[src/rtl/result_deskewer.sv]
// result_deskewer: re-aligns column-skewed systolic array outputs into
// whole rows, buffers them in a FIFO and tracks frame completion.
module result_deskewer #(
  parameter int MATRIX_SIZE = 2,
  parameter int DATA_SIZE   = 32,
  parameter int FIFO_DEPTH  = 4
) (
  input  logic                                  clk,
  input  logic                                  reset,
  input  logic [MATRIX_SIZE-1:0][DATA_SIZE-1:0] sum_in,
  input  logic                                  sum_valid,
  output logic [MATRIX_SIZE-1:0][DATA_SIZE-1:0] out_row,
  output logic                                  out_valid,
  input  logic                                  out_ready,
  output logic                                  frame_done,
  output logic                                  overflow,
  output logic                                  busy
);

  localparam int AW = (FIFO_DEPTH > 1) ? $clog2(FIFO_DEPTH) : 1;
  localparam int CW = $clog2(MATRIX_SIZE + FIFO_DEPTH + 2) + 1;
  localparam logic [CW-1:0] NR = CW'(MATRIX_SIZE);
  localparam logic [AW:0] FULL = (AW+1)'(FIFO_DEPTH);

  typedef logic [MATRIX_SIZE-1:0][DATA_SIZE-1:0] row_t;

  typedef enum logic [1:0] {
    IDLE,
    COLLECT,
    DRAIN,
    DONE
  } state_t;

  row_t aligned;
  logic push;

  for (genvar j = 0; j < MATRIX_SIZE; j++) begin : g_col
    localparam int D = MATRIX_SIZE - 1 - j;
    if (D == 0) begin : g_thru
      assign aligned[j] = sum_in[j];
    end else begin : g_dly
      logic [DATA_SIZE-1:0] dl [D];
      // Delay column j so it lines up with the last column
      always_ff @(posedge clk or negedge reset) begin
        if (!reset) begin
          for (int k = 0; k < D; k++) dl[k] <= '0;
        end else begin
          dl[0] <= sum_in[j];
          for (int k = 1; k < D; k++) dl[k] <= dl[k-1];
        end
      end
      assign aligned[j] = dl[D-1];
    end
  end

  if (MATRIX_SIZE == 1) begin : g_vnone
    assign push = sum_valid;
  end else begin : g_vsr
    logic [MATRIX_SIZE-2:0] vsr;
    // Row strobe travels alongside column 0
    always_ff @(posedge clk or negedge reset) begin
      if (!reset) begin
        vsr <= '0;
      end else begin
        vsr[0] <= sum_valid;
        for (int k = 1; k < MATRIX_SIZE - 1; k++) vsr[k] <= vsr[k-1];
      end
    end
    assign push = vsr[MATRIX_SIZE-2];
  end

  row_t        mem [FIFO_DEPTH];
  logic [AW-1:0] wptr;
  logic [AW-1:0] rptr;
  logic [AW:0]   count;
  logic          full;
  logic          pop;
  logic          wr;
  logic          drop;

  assign full      = (count == FULL);
  assign out_valid = (count != '0);
  assign pop       = out_valid && out_ready;
  assign wr        = push && (!full || pop);
  assign drop      = push && full && !pop;
  assign out_row   = out_valid ? mem[rptr] : '0;

  // Row storage; head is read directly, so no reset needed
  always_ff @(posedge clk) begin
    if (wr) mem[wptr] <= aligned;
  end

  // Pointers, occupancy and sticky drop flag
  always_ff @(posedge clk or negedge reset) begin
    if (!reset) begin
      wptr     <= '0;
      rptr     <= '0;
      count    <= '0;
      overflow <= 1'b0;
    end else begin
      if (wr)  wptr <= wptr + 1'b1;
      if (pop) rptr <= rptr + 1'b1;
      if (wr && !pop)      count <= count + 1'b1;
      else if (!wr && pop) count <= count - 1'b1;
      if (drop) overflow <= 1'b1;
    end
  end

  state_t        state;
  state_t        state_n;
  logic [CW-1:0] rows_in;
  logic [CW-1:0] rows_out;
  logic [CW-1:0] rows_in_n;
  logic [CW-1:0] rows_out_n;
  logic [CW-1:0] rin_inc;
  logic [CW-1:0] rout_inc;

  assign rin_inc  = rows_in + CW'(wr);
  assign rout_inc = rows_out + CW'(pop);
  assign busy     = (state != IDLE);

  // Frame state and row counters
  always_ff @(posedge clk or negedge reset) begin
    if (!reset) begin
      state    <= IDLE;
      rows_in  <= '0;
      rows_out <= '0;
    end else begin
      state    <= state_n;
      rows_in  <= rows_in_n;
      rows_out <= rows_out_n;
    end
  end

  // Rows beyond a complete frame carry into the next frame's counts
  always_comb begin
    state_n    = state;
    rows_in_n  = rin_inc;
    rows_out_n = rout_inc;
    frame_done = 1'b0;
    unique case (state)
      IDLE, COLLECT: begin
        if (rin_inc >= NR) begin
          rows_in_n = rin_inc - NR;
          if (rout_inc >= NR) begin
            state_n    = DONE;
            rows_out_n = rout_inc - NR;
          end else begin
            state_n = DRAIN;
          end
        end else if (rin_inc != '0) begin
          state_n = COLLECT;
        end
      end
      DRAIN: begin
        if (rout_inc >= NR) begin
          state_n    = DONE;
          rows_out_n = rout_inc - NR;
        end
      end
      DONE: begin
        frame_done = 1'b1;
        state_n    = IDLE;
      end
      default: state_n = IDLE;
    endcase
  end

endmodule

[config.mk]
export PLATFORM = sky130hd
export DESIGN_NAME = result_deskewer
export DESIGN_NICKNAME = d
export VERILOG_FILES = /design/src/rtl/result_deskewer.sv
export SDC_FILE = /design/constraint.sdc
export NUM_CORES = 1
export LEC_CHECK = 0
export BUFFER_PORTS_ARGS = -buffer_cell sky130_fd_sc_hd__buf_2
export CAP_MARGIN = 20
export CORE_MARGIN = 2
export CORE_UTILIZATION = 52
export CTS_CLUSTER_DIAMETER = 40
export CTS_CLUSTER_SIZE = 8
export DETAILED_ROUTE_END_ITERATION = 8
export GPL_ROUTABILITY_DRIVEN = 1
export PLACE_DENSITY = 0.81
export SETUP_SLACK_MARGIN = 0.1
export SLEW_MARGIN = 20
export SYNTH_ARGS = -nofsm -noshare
export SYNTH_HDL_FRONTEND = slang
export SYNTH_SLANG_ARGS = --single-unit
export TNS_END_PERCENT = 5
[constraint.sdc]
create_clock -name clk -period 2.85 [get_ports clk]
set_input_delay 0.4275 -clock clk [delete_from_list [all_inputs] [get_ports clk]]
set_output_delay 0.4275 -clock clk [all_outputs]
set_load 0.005 [all_outputs]
==> results.json <==
{
  "avgSynthCellArea_um2": 21.3,
  "final.min_clock_period_ps": 2660,
  "r2r_slack_ps": 190,
  "ff_latch_area_um2": 8970,
  "ys_seq_elements": 307,
  "ctsRootBufferMaster": "clkbuf_16",
  "clock_path_buffers": 3,
  "std_cell_rows": 54,
  "io_buffers": 135,
  "antenna_left": 0,
  "slew_headroom_pct": 32.5,
  "yosysWarnings": 0,
  "hold_viol_final": 0,
  "synth.distinct_cells": 38,
  "grt_usage_pct": 18.8,
  "synth_top_cell_area_share_pct": 66.5,
  "crit_chain": "or3_2 -> buf_4 -> and2_1 -> buf_2",
  "min_period_over_period_pct": 93.2,
  "fin_hold_ws_ps": 24.1,
  "first_global_vias": 6233,
  "cts.sinks": 307,
  "ir_worst_vdd_mv": 0.708,
  "first_iter_violations": 309,
  "dpl_cell_area_um2": 12600,
  "rsz0062_at_grt": "yes",
  "syn_to_final_growth_pct": 22.4,
  "final_common_cell": "edfxtp_1",
  "final_area_um2": 14100,
  "power.density_nw_per_um2": 1100,
  "synthCells": 543,
  "htreeDepth": 2,
  "ys_seq_area_share_pct": 77.5,
  "drt-total-wl_um": 21400,
  "yosysTopAreaCell": "edfxtp_1",
  "numCtsBuffers": 46,
  "fmax_mhz": 376,
  "synthAdderAreaFrac_pct": 1.36,
  "grt_max_degree": 66,
  "critPathTopFamily": "simple AND/OR/NAND/NOR gates",
  "cts_tree": "yes",
  "tns_ps": 0,
  "die_w_um": 153,
  "critPathBufInv": 2,
  "syn-num-nets": 623,
  "routabilityCongestion": 0.726,
  "ioPinCount": 136,
  "drive_gt1_share_pct": 35.8,
  "cp_slowest_cell": "or3_2",
  "clkTransAtPathRegs_ps": 50,
  "worstSetupPathType": "flop to primary output",
  "synthMuxAreaShare_pct": 12.7,
  "fin_util_pct": 64.8,
  "drt-pass1-iter-count": 5,
  "wl_per_cell_um": 20.5,
  "vias_per_cell": 5.46,
  "die-area_um2": 23400,
  "core_area_um2": 21800,
  "synth-edff-count": 256,
  "cpPeakStageDelay_ps": 510,
  "power_leakage_nw": 5.12,
  "layout_common_cells": "edfxtp_1, buf_2, and2_1",
  "final-setup-viol-count": 0,
  "dieHeight_um": 153,
  "synth_area_leaders": "edfxtp_1, mux4_2, dfrtp_1",
  "synth_compound_area_share_pct": 1.08,
  "grt_pass1_wl_um": 33800,
  "skew_ps": 24.2,
  "cp.arrival_ps": 2230,
  "dp_hpwl_um": 11800,
  "cap_violations": 0,
  "critical_path.max_fanout": 65,
  "synth-simple-area-share_pct": 5.14,
  "critPathRequiredTime_ps": 2420,
  "fillers": 1443,
  "place_inst": 941,
  "startpoint_type": "flop",
  "clock_latency_ps": 530,
  "drc_errors": 0,
  "synth_top_family_by_area": "multiplexers",
  "final_cells": 1044,
  "cp-end-kind": "primary output",
  "antenna_found_initial": 1,
  "run_status": "finished clean",
  "start_util_pct": 53.0,
  "nNetsFinal": 811,
  "vias": 5698,
  "synth_xor_area_share_pct": 0.834,
  "multi_input_area_um2": 2450,
  "min_path_type": "input port to flop",
  "synth_ff_type": "edfxtp_1",
  "worst_pin_slew_ps": 1010,
  "mappedNetlistArea_um2": 11600,
  "grt_overflow": 0,
  "async_reset_ff_share_pct": 16.6,
  "drv_slew": 0
}
==> per-layer routing <==
metal | GRT usage [%] | share of wire (%)
met5 | 0 | 0
met3 | 4.37 | 6.1
met2 | 32.1 | 52
met1 | 24.6 | 41
met4 | 5.20 | 1.5
==> cell usage after synthesis, types with 5 or more instances <==
library cell	instances
and2_1	69
clkbuf_1	14
dfrtp_1	51
edfxtp_1	256
ha_1	11
inv_1	7
mux4_2	64
nand2_1	6
nor2_1	8
o21ai_0	5
xnor2_1	6
xor2_1	5
==> cell families (layout without fill, tap and decap cells) <==
kind of cell               Yosys count  after routing
buffers and inverters               31            250
DFF                                307            307
AOI/OAI and AO/OA                   15             15
muxes                               66             66
and+or+nand+nor                    101            101
other                                0              2
adders and majority gates           12             12
xor gates and xnor gates            11             11
==> worst register-to-register path, stage by stage (launching register included) <==
cell	delay, ps
dfrtp_1	420
or3_2	510
nand2_1	130
inv_1	70
ha_1	230
ha_1	340
inv_1	110
a41oi_1	370
nand2b_1	110
a211oi_1	260
==> report_power, final <==
group | internal (W) | switching [W]
Combinational | 0.00224 | 0.00217
Clock | 0.00309 | 0.00178
Sequential | 0.00585 | 0.000372
Total | 0.0112 | 0.00433
==> sequential cells by signal, indices dropped and copies added (netlist names) <==
name and cells:
state 2, rows_in 4, count 3, overflow 1, g_col.g_dly.dl 32, rptr 2, rows_out 4, mem 256
g_vsr.vsr 1, wptr 2
==> area by class of cell <==
type,count,share of cell area [%]
sequential,307,63.4
multi-input combinational,205,17.3
clock buffer,72,8.90
timing repair buffer,164,7.04
tap,280,2.48
clock inverter,7,0.584
inverter,7,0.186
antenna,2,0.0354
==> metrics by stage <==
step | setup slack (ps) | power [W]
6_report | 193 | 0.0155
5_1_grt | 46.0 | 0.0163
4_1_cts | 122 | 0.0157
3_5_place_dp | 166 | 0.0107
3_3_place_gp | 342 | 0.0105
2_1_floorplan | -5.87 | 0.00912
==> repair_timing <==
item | in CTS | in global routing
resized for setup | 0 | 1
hold buffers | 21 | 0
gates cloned | 0 | 0
setup endpoints to repair | 14 | 22
hold endpoints to repair | 36 | 0
buffers inserted | 1 | 0
==> final timing paths <==
check                            from                    end  cells past startpoint
setup / recovery             count[1]             out_row[0]                      4
max in group asynchronous       reset                rptr[0]                      3
setup reg to reg             count[1]               state[0]                      9
hold / removal             sum_in[10]  g_col[0].g_dly.dl[10]                      1
hold reg to reg             g_vsr.vsr               overflow                      1
min in group asynchronous       reset  g_col[0].g_dly.dl[16]                      2
Note: power is estimated with default switching activity, not from simulation.
